## config.mk

```make
export PLATFORM = sky130hd
export DESIGN_NAME = sk_adder_arbiter
export DESIGN_NICKNAME = d
export VERILOG_FILES = /design/src/rtl/sk_adder_pkg.sv /design/src/rtl/sk_adder_arbiter_rr_arbiter.sv /design/src/rtl/sk_adder_arbiter.sv
export SDC_FILE = /design/constraint.sdc
export NUM_CORES = 1
export LEC_CHECK = 0
export ABC_AREA = 1
export CAP_MARGIN = 10
export CORE_AREA = 2 2 311 313
export CTS_BUF_LIST = sky130_fd_sc_hd__clkbuf_8
export CTS_CLUSTER_SIZE = 30
export DETAILED_ROUTE_END_ITERATION = 10
export DIE_AREA = 0 0 313 315
export PLACE_DENSITY_LB_ADDON = 0.05
export SYNTH_ARGS = -nofsm -noshare
export SYNTH_HDL_FRONTEND = slang
export SYNTH_SLANG_ARGS = --single-unit
export TNS_END_PERCENT = 50
```

## constraint.sdc

```tcl
create_clock -name clk -period 3.8 [get_ports clk]
set_clock_uncertainty 0.1 [all_clocks]
set_input_delay 1.14 -clock clk [delete_from_list [all_inputs] [get_ports clk]]
set_output_delay 1.14 -clock clk [all_outputs]
set_load 0.01 [all_outputs]
```

## src/rtl/sk_adder_pkg.sv

```systemverilog
// Shared definitions for the Sklansky adder arbiter slice: default operand
// width, adder pipeline depth and the tag-pipeline entry type.
package sk_adder_pkg;

  // Operand/sum width of the shared adder.
  localparam int WIDTH_DEF = 64;

  // Pipeline depth of SKadder_64; must match its register stage count.
  localparam int LAT_DEF = 4;

  // Widest tag needed for up to 16 requesters.
  localparam int TAG_MAX_W = 4;

  // One tag-pipeline stage: valid flag plus the issuing requester index.
  typedef struct packed {
    logic                 valid;
    logic [TAG_MAX_W-1:0] tag;
  } tag_entry_t;

endpackage

```

## src/rtl/sk_adder_arbiter_rr_arbiter.sv

```systemverilog
// Round-robin arbiter: one-hot grant combinationally from req and the
// last-winner pointer; the pointer advances to the winner on a handshake.
module rr_arbiter #(
  parameter  int NUM_REQ = 4,
  localparam int TAG_W   = $clog2(NUM_REQ)
) (
  input  logic               clk,
  input  logic               rst_n,
  input  logic [NUM_REQ-1:0] req,
  input  logic               adv,
  output logic [NUM_REQ-1:0] gnt
);

  logic [TAG_W-1:0] ptr;
  logic [TAG_W-1:0] win;
  logic [TAG_W-1:0] idx;
  logic             found;

  // Search from ptr+1 upward, wrapping, and grant the first active request.
  always_comb begin
    // NOTE: every variable gets a default before the loop so no latch is inferred.
    gnt   = '0;
    win   = ptr;
    idx   = '0;
    found = 1'b0;
    for (int k = 1; k <= NUM_REQ; k++) begin
      idx = TAG_W'((int'(ptr) + k) % NUM_REQ);
      if (!found && req[idx]) begin
        gnt[idx] = 1'b1;
        win      = idx;
        found    = 1'b1;
      end
    end
  end

  // Pointer register; starts at the last requester so requester 0 wins first.
  always_ff @(posedge clk or negedge rst_n) begin
    // NOTE: sequential state uses non-blocking assignments only.
    if (!rst_n) begin
      ptr <= TAG_W'(NUM_REQ - 1);
    end else if (adv) begin
      ptr <= win;
    end
  end

endmodule

```

## src/rtl/sk_adder_arbiter.sv

```systemverilog
// Round-robin front-end sharing one pipelined Sklansky adder among NUM_REQ
// requesters. Registers the winner's operands toward the adder, carries the
// requester tag down a LAT+1 stage pipeline and steers each result back.
// Optional feature macro: SK_ADDER_ARB_STATS_EN adds per-requester 32-bit
// saturating grant counters on output grant_cnt.
module sk_adder_arbiter
  import sk_adder_pkg::*;
#(
  parameter  int NUM_REQ = 4,
  parameter  int WIDTH   = WIDTH_DEF,
  parameter  int LAT     = LAT_DEF,
  localparam int TAG_W   = $clog2(NUM_REQ)
) (
  input  logic                     clk,
  input  logic                     rst_n,
  input  logic [NUM_REQ-1:0]       req_valid,
  output logic [NUM_REQ-1:0]       req_ready,
  input  logic [NUM_REQ*WIDTH-1:0] req_a,
  input  logic [NUM_REQ*WIDTH-1:0] req_b,
  input  logic [NUM_REQ-1:0]       req_cin,
  output logic [WIDTH-1:0]         add_a,
  output logic [WIDTH-1:0]         add_b,
  output logic                     add_cin,
  input  logic [WIDTH-1:0]         add_sum,
  input  logic                     add_cout,
  output logic [NUM_REQ-1:0]       rsp_valid,
  output logic [WIDTH-1:0]         rsp_sum,
  output logic                     rsp_cout
`ifdef SK_ADDER_ARB_STATS_EN
  ,
  output logic [NUM_REQ*32-1:0]    grant_cnt
`endif
);

  logic [NUM_REQ-1:0] gnt;
  logic               hs;
  logic [TAG_W-1:0]   win_idx;
  tag_entry_t         pipe [LAT+1];

  rr_arbiter #(.NUM_REQ(NUM_REQ)) u_arb (
    .clk   (clk),
    .rst_n (rst_n),
    .req   (req_valid),
    .adv   (hs),
    .gnt   (gnt)
  );

  assign req_ready = gnt;
  assign hs        = |(req_valid & gnt);

  // Encode the one-hot grant into the winner index for operand mux and tag.
  always_comb begin
    win_idx = '0;
    for (int i = 0; i < NUM_REQ; i++) begin
      if (gnt[i]) win_idx = TAG_W'(i);
    end
  end

  // Register the winner's operands toward the adder; hold when idle.
  always_ff @(posedge clk or negedge rst_n) begin
    if (!rst_n) begin
      add_a   <= '0;
      add_b   <= '0;
      add_cin <= 1'b0;
    end else if (hs) begin
      add_a   <= req_a[win_idx*WIDTH +: WIDTH];
      add_b   <= req_b[win_idx*WIDTH +: WIDTH];
      add_cin <= req_cin[win_idx];
    end
  end

  // Free-running tag pipeline; stage LAT lines up with add_sum/add_cout.
  always_ff @(posedge clk or negedge rst_n) begin
    if (!rst_n) begin
      // NOTE: the whole pipeline is reset so in-flight tags are dropped on reset;
      // only the valid bits matter, the tags are cleared alongside for simplicity.
      for (int s = 0; s <= LAT; s++) pipe[s] <= '0;
    end else begin
      pipe[0] <= '{valid: hs, tag: TAG_MAX_W'(win_idx)};
      for (int s = 1; s <= LAT; s++) pipe[s] <= pipe[s-1];
    end
  end

  // Steer the aligned adder result to its requester as a one-cycle strobe.
  always_ff @(posedge clk or negedge rst_n) begin
    if (!rst_n) begin
      rsp_valid <= '0;
      rsp_sum   <= '0;
      rsp_cout  <= 1'b0;
    end else begin
      rsp_valid <= pipe[LAT].valid ? (NUM_REQ'(1) << pipe[LAT].tag) : '0;
      rsp_sum   <= add_sum;
      rsp_cout  <= add_cout;
    end
  end

`ifdef SK_ADDER_ARB_STATS_EN
  // Per-requester handshake counters that stick at all-ones.
  always_ff @(posedge clk or negedge rst_n) begin
    if (!rst_n) begin
      grant_cnt <= '0;
    end else begin
      for (int i = 0; i < NUM_REQ; i++) begin
        if (gnt[i] && req_valid[i] && grant_cnt[i*32 +: 32] != 32'hFFFF_FFFF) begin
          grant_cnt[i*32 +: 32] <= grant_cnt[i*32 +: 32] + 32'd1;
        end
      end
    end
  end
`else
  // Statistics counters are not built in this configuration.
`endif

endmodule

```

== Word-level counts from Yosys, hierarchy flattened ==
Cells that the tools add are included.

* Logic and storage cells: 83
* Bits in registers: 215
* Input port bits: 587

* Bitwise logic cells: 4
* Reductions and logical operators: 13
* Shifts and indexed selects: 3
* $lt $le $gt $ge: 9
* Multiplexer cells: 33
* Add/sub/neg operators: 4

{| class="wikitable"
|+ Operators with widths
! operator !! number
|-
| $shiftx 256x9->64 || 2
|-
| $mux 4 || 5
|-
| $lt 2x3->1 const B || 5
|-
| $mux 1 || 13
|-
| $mux 2 || 6
|-
| $or 4x4->4 || 3
|-
| $bmux 1 s2 || 5
|-
| $demux 1 s2 || 4
|-
| $ge 2x1->1 const B || 4
|-
| $logic_and 1x1->1 || 7
|-
| $add 2x1->2 const B || 2
|-
| $add 2x2->2 const B || 2
|-
| $and 4x4->4 || 1
|-
| $reduce_bool 4->1 || 1
|-
| $reduce_or 4->1 || 1
|-
| $shl 1x2->4 const A || 1
|-
| $logic_not 1->1 || 3
|-
| $reduce_and 2->1 || 1
|}

== Longest topological paths before layout ==
Gate-level depths: netlist (run 1).

* Depth in word-level cells: 18
* Depth in mapped cells: 21
* Mapped depth without buffers: 18

== Modules after synthesis ==
From an unflattened synthesis (run 1), not the netlist that was laid out.

* Cells, all modules: 2259
* Area total of the unflattened synthesis: 13524.2 um2

{| class="wikitable"
|+ By module, submodules not included
! module !! area each (um2) !! times used !! cells each
|-
| sk_adder_arbiter || 12966.2 || 1 || 2167
|-
| rr_arbiter || 558.0 || 1 || 92
|}

== Least setup slack after synthesis (run 1) ==
Ideal clock, no wire load.

* Path kind: input to output
* From: input req_valid[2]
* To: output req_ready[1]
* Path slack: 0.379 ns
* Buffers on the path: 1
* Arrival: 2.181 ns
* Cell stages on the path: 8
* Cell sequence: nand2_1 -> nand3_2 -> nand2_4 -> nand2_1 -> nor2_4 -> nand3_1 -> nand2_2 -> clkbuf_1

* Word-level cells in the longest chain between the ends: 12
* Elaborated cells on any way between the ends: 24
* Classes of those cells: mux (15); bitwise (3); reduce/logical (6)

{| class="wikitable"
|+ RTL lines
! element !! RTL line !! RTL
|-
| start, declared || sk_adder_arbiter.sv:16 || <nowiki>input logic [NUM_REQ-1:0] req_valid,</nowiki>
|-
| $bmux 1 s2 || sk_adder_arbiter_rr_arbiter.sv:28 || <nowiki>if (!found && req[idx]) begin</nowiki>
|-
| $mux 1 (not written as such) || sk_adder_arbiter_rr_arbiter.sv:28 ||
|-
| $mux 1 || sk_adder_arbiter_rr_arbiter.sv:28 ||
|-
| $logic_not 1->1 || sk_adder_arbiter_rr_arbiter.sv:28 ||
|-
| $logic_and 1x1->1 || sk_adder_arbiter_rr_arbiter.sv:28 ||
|-
| $mux 1 || sk_adder_arbiter_rr_arbiter.sv:28 ||
|-
| $logic_not 1->1 || sk_adder_arbiter_rr_arbiter.sv:28 ||
|-
| $logic_and 1x1->1 || sk_adder_arbiter_rr_arbiter.sv:28 ||
|-
| $mux 1 || sk_adder_arbiter_rr_arbiter.sv:28 ||
|-
| $logic_not 1->1 || sk_adder_arbiter_rr_arbiter.sv:28 ||
|-
| $logic_and 1x1->1 || sk_adder_arbiter_rr_arbiter.sv:28 ||
|-
| $mux 4 (*) || sk_adder_arbiter_rr_arbiter.sv:28 ||
|-
| end, declared || sk_adder_arbiter.sv:17 || <nowiki>output logic [NUM_REQ-1:0] req_ready,</nowiki>
|}

Every way passes the cells marked *; elsewhere a longest branch is shown, timed or not. The select of a mux whose other input is x is not followed.

== Final worst setup path (run 1) ==
* From: input req_valid[1]
* To: output req_ready[1]

The elaborated chain is that of the path after synthesis.

==> results of run 1 <==
power breakdown:
| group | total, mW | switching (mW) | internal, mW |
|---|---|---|---|
| clock | 2.64 | 1.23 | 1.42 |
| sequential | 3.74 | 0.427 | 3.31 |
| combinational | 23.7 | 14.8 | 8.88 |
| total | 30.0 | 16.4 | 13.6 |
cell usage after synthesis (all sizes together):
master    n
dfstp     2
ha        8
o211ai    1
dfrtp   213
o21ai     3
nand3   148
nand2   954
clkbuf   23
a21oi   130
nand4     2
nor2    399
nor3      4
inv     276
buf     118
how the worst max path moves through the flow:
stage | startpoint | end | slack [ns] | cells past startpoint
CTS | u_arb.ptr[0] | req_ready[3] | -0.01 | 11
global placement | req_valid[1] | req_ready[1] | -0.61 | 11
detailed placement | req_valid[3] | req_ready[1] | -0.61 | 11
finish | req_valid[1] | req_ready[1] | 0.1 | 11
floorplan | req_valid[2] | req_ready[1] | 0.38 | 8
global route | req_valid[1] | req_ready[1] | -0.007 | 11
cell families (layout without fill, tap and decap cells):
group,after synthesis,after routing,share of synthesized area
adder cells (fa/ha/maj),8,8,0.00723
buffers and inverters,417,1249,0.127
other,0,11,0
flip-flops,215,215,0.389
AND/OR/NAND/NOR,1507,1508,0.428
AO/OA/AOI/OAI,134,134,0.0486
worst register-to-register path, delay by kind of cell (launching register included):
family,cells,cell delay [ns]
buffers and inverters,6,1.24
AND/OR/NAND/NOR,10,1.00
flip-flops,1,0.54
AO/OA/AOI/OAI,1,0.31
flip-flops by register name (all words and copies together) (netlist names):
name / cells
add_a: 64
rsp_sum: 64
add_cin: 1
pipe: 15
u_arb.ptr: 2
rsp_valid: 4
add_b: 64
rsp_cout: 1
metal layers:
| metal | global-route usage | vias to the layer above | routed length (um) | share of wire |
|---|---|---|---|---|
| met3 | 0.0453 | 135 | 5520 | 0.066 |
| met1 | 0.194 | 7842 | 34200 | 0.41 |
| met4 | 0.0450 | 36 | 2010 | 0.024 |
| met2 | 0.289 | 510 | 41200 | 0.50 |
| li1 | - | 8402 | - | - |
| met5 | 0 | - | 226 | 0.0027 |
through the flow:
step	util	TNS (ns)	power [mW]	setup slack, ns	area, sq um
global placement	0.249	-49.00	28.1	-0.615	23900
global route	0.260	-0.0130	33.6	-0.00681	24900
finish	0.260	0	30.0	0.0984	24900
CTS	0.259	-0.0145	31.1	-0.00990	24800
floorplan	-	0	17.2	0.379	13800
detailed placement	0.249	-49.20	28.1	-0.607	23900
what timing repair did:
action / 4_1_cts / 5_1_grt
cloned: 1 / 0
pin swaps: 4 / 8
endpoints found under the hold margin: 0 / 0
gates resized for setup: 35 / 14
buffers inserted: 0 / 4
setup endpoints to repair: 4 / 4
final cells by class:
class,count,area (sq um),area share
Antenna cell,11,27.5,0.00110
Inverter,276,1050,0.0423
Clock buffer,57,785,0.0315
Timing Repair Buffer,894,9090,0.365
Multi-Input combinational cell,1650,6840,0.275
Clock inverter,22,130,0.00522
Tap cell,1276,1600,0.0641
Sequential cell,215,5380,0.216
==> reports/summary.md, run 1 <==
The run finished with clean final reports. The initial core utilization was 0.145; the number of sinks driven by the clock tree was 215. The routed design has 83100 um of wire. The first global-routing pass estimated 120000 um of wire. Leaving out fill and tap cells, the most frequent cells in the layout are 939 x sky130_fd_sc_hd__nand2_1, 779 x sky130_fd_sc_hd__clkdlybuf4s50_1, 392 x sky130_fd_sc_hd__nor2_1, 281 x sky130_fd_sc_hd__inv_1, 213 x sky130_fd_sc_hd__dfrtp_1. The combined global-route utilization of all metal layers was 0.164.

The number of standard-cell rows in the floorplan is 114, and the number of warnings reported in the yosys synthesis log is 0. The total count of max-transition violations in the final report was 0; the total power density per cell area was 1210 nW/um^2. Data on the critical path arrives at its endpoint at 2.46 ns.

At the worst endpoint, the required time is 2.56 ns. Max-cap violations in this run came to 0. A synthesized cell averages 6.07 sq um. The commonest non-fill, non-tap cell in the layout is sky130_fd_sc_hd__nand2_1. During placement, the flow inserted port buffers numbering 788. The maximum number of pins on one net before global-route repair was 70. The initial antenna violation count was 30.

Detailed placement ended at an HPWL of 64300 um. The total area inside the core boundary comes to 95700 sq um. The average wire per cell in the routed design works out to 18.9 um.

The startpoint identified for the worst register-to-register timing path is u_arb.ptr[1]. The top-area cell type share of the netlist area works out to 0.385. The final critical path time including I/O delays and setup came out at 3.70 ns. In this run the horizontal extent of the chip is 313 um. In this run the worst path has a maximum fanout of 4. The number of global-route vias before repair was 17900. TritonCTS built the clock tree. The total iterations of the first detailed-routing run was 4; the achievable frequency was 0.270 GHz.

For the leakage power figure, the log shows 12.5 nW. The final RePlAce weighted congestion was 0.822. The number of fill cells was 10700; the ratio of cells with drive above 1 in the final layout was 0.0700.

On the critical path, the stage with the largest delay is an instance of sky130_fd_sc_hd__dlygate4sd2_1. The logs give 4307 for the cell count after placement and 0.55 ns for the minimum setup slack among reg-to-reg paths. The run gives 0 as the residual DRC count. The worst hold path belongs to the class reg -> reg. The worst setup path is captured at an output pin.

In this run, the number of DRC markers left after iteration 0 of detailed routing was 592. The tools report the clock latency at the later pin of the worst-skew pair as 0.63 ns. The synthesized netlist net count is 2876. The critical path is of the in -> out type. Setup repair after global routing could not meet its margin everywhere.

The worst hold path terminates at pipe[10]. Root buffer cell: sky130_fd_sc_hd__clkbuf_8. The final period utilization was 0.974.

Synthesis handed over a netlist of 2281 instances. For the synthesized area, the log shows 13800 sq um. The final route contains 16900 vias. The non-filler instance count after layout is 4401. In this run the remaining antenna-violating nets after routing total 0. The area overhead of the layout relative to synthesis was 80.0%. The maximum clock insertion buffer count came out at 3. The cell family contributing the most delay on the critical path was simple AND/OR/NAND/NOR gates. In this run, post-CTS hold repair placed 0 buffers. Buffers inserted during clock tree synthesis total 49. The cell count of the worst hold path was 0.

Yosys attributes the largest share of cell area to sky130_fd_sc_hd__dfrtp_1 39%, sky130_fd_sc_hd__nand2_1 26%, sky130_fd_sc_hd__nor2_1 11%, sky130_fd_sc_hd__inv_1 7.3%, sky130_fd_sc_hd__nand3_1 5.2%. The startpoint identified for the worst hold timing path is pipe[15]. The total buffers and inverters traversed by the critical path is 4.

The final hold violation count is 0. Synthesis inferred 215 register bits. Using the TritonRoute via totals, the vias-per-cell ratio works out to 3.85.

The floorplan step defined a die boundary enclosing 98600 sq um. For the aggregate global routing overflow, the log shows 0. Library cell occupying the most area in the post-synthesis netlist: sky130_fd_sc_hd__dfrtp_1.

The run gives 789 as the count of pins on the block boundary. The share of synthesized area occupied by flip-flops and latches came out at 0.389. The worst hold slack after final layout was 0.243 ns. The category of the worst setup path launch point is an input port. Worst vdd rail ir drop: 815 uV.

The cell repeated most along the worst path is sky130_fd_sc_hd__nand2_1. The net count of the finished layout is 3681. The vertical die dimension was 315 um. The worst max-slew margin expressed relative to the limit came out at 0.337. The worst register-to-register path ends at add_a[30]. Synthesis instantiated 24 different standard cells from the library. The actual slew at the worst max-slew pin is 0.994 ns, and the delay of the slowest cell on the worst path is 0.28 ns. The setup violation total in the final timing report is 0, and the clock transition at the registers of the reported paths is 0.07 ns.

The signal on the critical path passes through dlygate4sd2_1 -> inv_1 -> nand2_1 -> nand3_1 -> nand2_1 -> buf_4 -> nand3_1 -> nand2_1 -> nor2_4 -> nand2_8 -> buf_2. The number of cells on the worst reg-to-reg path was 17; the H-tree level count was 2.
No activity file was read; power rests on OpenSTA's default activity.
==> run 2: changes to the inputs <==
Settings changed: MAX_ROUTING_LAYER set to met4, SKIP_LAST_GASP set to 1.
==> reports/summary.md, run 2 (same netlist as run 1, synthesis figures left out) <==
The run finished with clean final reports. Data arrives at the worst endpoint at 2.45 ns. The finished cells cover 24900 sq um. For the total cell area at the placement stage, the log shows 23900 sq um. Critical hold path startpoint: pipe[6].

The count of buffers added on input and output ports is 788. Setup violations remaining at the end of the flow were counted as 0. The tools report the number of clock buffers inserted by TritonCTS as 49.

Clock tree synthesis selected as its root buffer the cell sky130_fd_sc_hd__clkbuf_8. The cell count of the worst hold path was 0. TritonCTS built the clock tree.

The number of cells on the worst reg-to-reg path is 18. In the routed design, unresolved DRC markers number 0. In the routed layout, each cell is associated on average with a via count of 3.81. The core footprint is 95700 sq um, and the first-pass GRT wire length is 120000 um. In this run the remaining antenna-violating nets after routing total 0. The library cells used most frequently in the layout, excluding fill and tap cells, are 938 x sky130_fd_sc_hd__nand2_1, 779 x sky130_fd_sc_hd__clkdlybuf4s50_1, 393 x sky130_fd_sc_hd__nor2_1, 281 x sky130_fd_sc_hd__inv_1, 213 x sky130_fd_sc_hd__dfrtp_1. The total overflow left after global routing is 0. Total power density per cell area: 1200 nW/um^2.

The tools report the category of the worst setup path launch point as an input port. The worst setup path is of the in -> out kind. Setup repair after global routing could not meet its margin everywhere. The final critical-path setup slack came out at 0.108 ns. The width of the die works out to 313 um. The vias after detailed routing is 16800, and the combined area of the multi-input logic cells is 6840 sq um. Of all nets on the critical path, the largest fanout is 4. From synthesis to final layout, the design area changed by 80.2%. The worst hold path belongs to the class reg -> reg.

The die covers 98600 sq um. From bottom edge to top edge, the die measures 315 um. For the pin with the worst max-slew slack, the measured transition is 1.01 ns. The final wirelength is 83000 um, and the clock transition at the registers of the reported paths is 0.06 ns. Across all register-to-register paths, the minimum setup slack is 0.49 ns.

Leaving out fill and tap cells, the most frequent cell in the layout is sky130_fd_sc_hd__nand2_1. Final hold violation count: 0. The net count of the finished layout is 3680.

For hold timing, the worst endpoint is pipe[1]. The worst reg2reg path endpoint was add_a[30]. Clock latency on the worst-skew pair, taken at its later pin, is 0.63 ns. For this design the static power due to leakage is 12.5 nW. The ratio of cells with drive above 1 in the final layout is 0.0697. The final critical path time including I/O delays and setup is 3.69 ns, and the initial core utilization is 0.145. The first TritonRoute pass finished after 4 iterations. The total power consumption of the routed design was 30.0 mW. The filler cells instantiated in the layout total 10700. The achievable frequency was 0.271 GHz. The longest clock path from root to sink contains 3 buffers.

The average wire per cell in the routed design is 18.8 um. Across the run, the number of max-cap violations was 0. The violation count after the first detailed-routing iteration is 612, and the worst max-slew margin expressed relative to the limit is 0.328.

The sequential cells in the finished layout cover a total of 5380 sq um. In this run the count of I/O pins placed on the die edge is 789. The critical path starts at req_valid[1]. The H-tree level count came out at 2. The maximum number of pins on one net before global-route repair was 70. The startpoint identified for the worst register-to-register timing path is u_arb.ptr[1]. Routability-driven placement finished with a final weighted congestion of 0.835. The combined global-route utilization of all metal layers was 0.169; the number of sinks driven by the clock tree was 215.

Timing analysis after detailed placement gives a worst setup slack of -0.607 ns. Detailed placement finished with a half-perimeter wire length of 64300 um. After floorplanning, the core was divided into 114 placement rows. For the worst vdd rail ir drop, the log shows 825 uV.

The number of global-route vias before repair came out at 18000. The largest registers in the layout are add_a: 64 flops, add_b: 64 flops, rsp_sum: 64 flops. The final period utilization is 0.972, and the initial antenna violation count is 30. The summed negative setup slack over all endpoints was 0 ns. The total count of max-transition violations in the final report was 0; the number of hold buffers added after CTS was 0.

Endpoint type of the worst setup path: an output pin. The run gives 2.56 ns as the required time of the critical path.
-- run 2: area by class of cell --
class / instances / area share
Tap cell: 1276 / 0.0640
Clock inverter: 22 / 0.00522
Timing Repair Buffer: 893 / 0.364
Inverter: 276 / 0.0422
Clock buffer: 57 / 0.0315
Multi-Input combinational cell: 1650 / 0.274
Antenna cell: 30 / 0.00301
Sequential cell: 215 / 0.216
-- run 2: what timing repair did --
| action | in CTS | in global routing |
|---|---|---|
| gates resized for setup | 32 | 14 |
| setup endpoints to repair | 4 | 4 |
| buffers inserted | 0 | 2 |
| pin swaps | 4 | 7 |
| gates cloned | 1 | 0 |
-- run 2: worst max path at each step --
stage | end | slack [ns] | cells after the start
5_1_grt | req_ready[3] | -0.007 | 12
2_1_floorplan | req_ready[1] | 0.38 | 8
4_1_cts | req_ready[0] | -0.05 | 10
3_3_place_gp | req_ready[1] | -0.61 | 11
3_5_place_dp | req_ready[1] | -0.61 | 11
6_report | req_ready[0] | 0.11 | 10
-- run 2: metal layers --
layer  GRT usage  routed length [um]  vias up
li1            -                   -     8438
met1       0.196               34700     7769
met2       0.288               41100      514
met3      0.0424                5210      104
met4      0.0450                2010        0
met5           -                   0        -
-- run 2: stage by stage --
stage                util  instances  hold slack (ns)
CTS                 0.259       4387            0.242
global placement    0.249       4307            0.236
detailed placement  0.249       4307            0.237
finish              0.261       4419            0.243
floorplan               -       2281            0.231
global route        0.261       4417            0.257
-- run 2: critical path, stage by stage --
cell and delay [ns]:
sky130_fd_sc_hd__dlygate4sd2_1 0.28, sky130_fd_sc_hd__inv_1 0.06, sky130_fd_sc_hd__nand2_1 0.08, sky130_fd_sc_hd__nand3_1 0.08
sky130_fd_sc_hd__nand2_1 0.21, sky130_fd_sc_hd__nand4_1 0.15, sky130_fd_sc_hd__inv_1 0.10, sky130_fd_sc_hd__nand2_1 0.05
sky130_fd_sc_hd__nand2_1 0.10, sky130_fd_sc_hd__clkbuf_2 0.19
-- run 2: power breakdown --
group | switching, mW | total (mW) | internal (mW)
clock network | 1.22 | 2.64 | 1.42
logic | 14.8 | 23.6 | 8.86
registers | 0.428 | 3.74 | 3.31
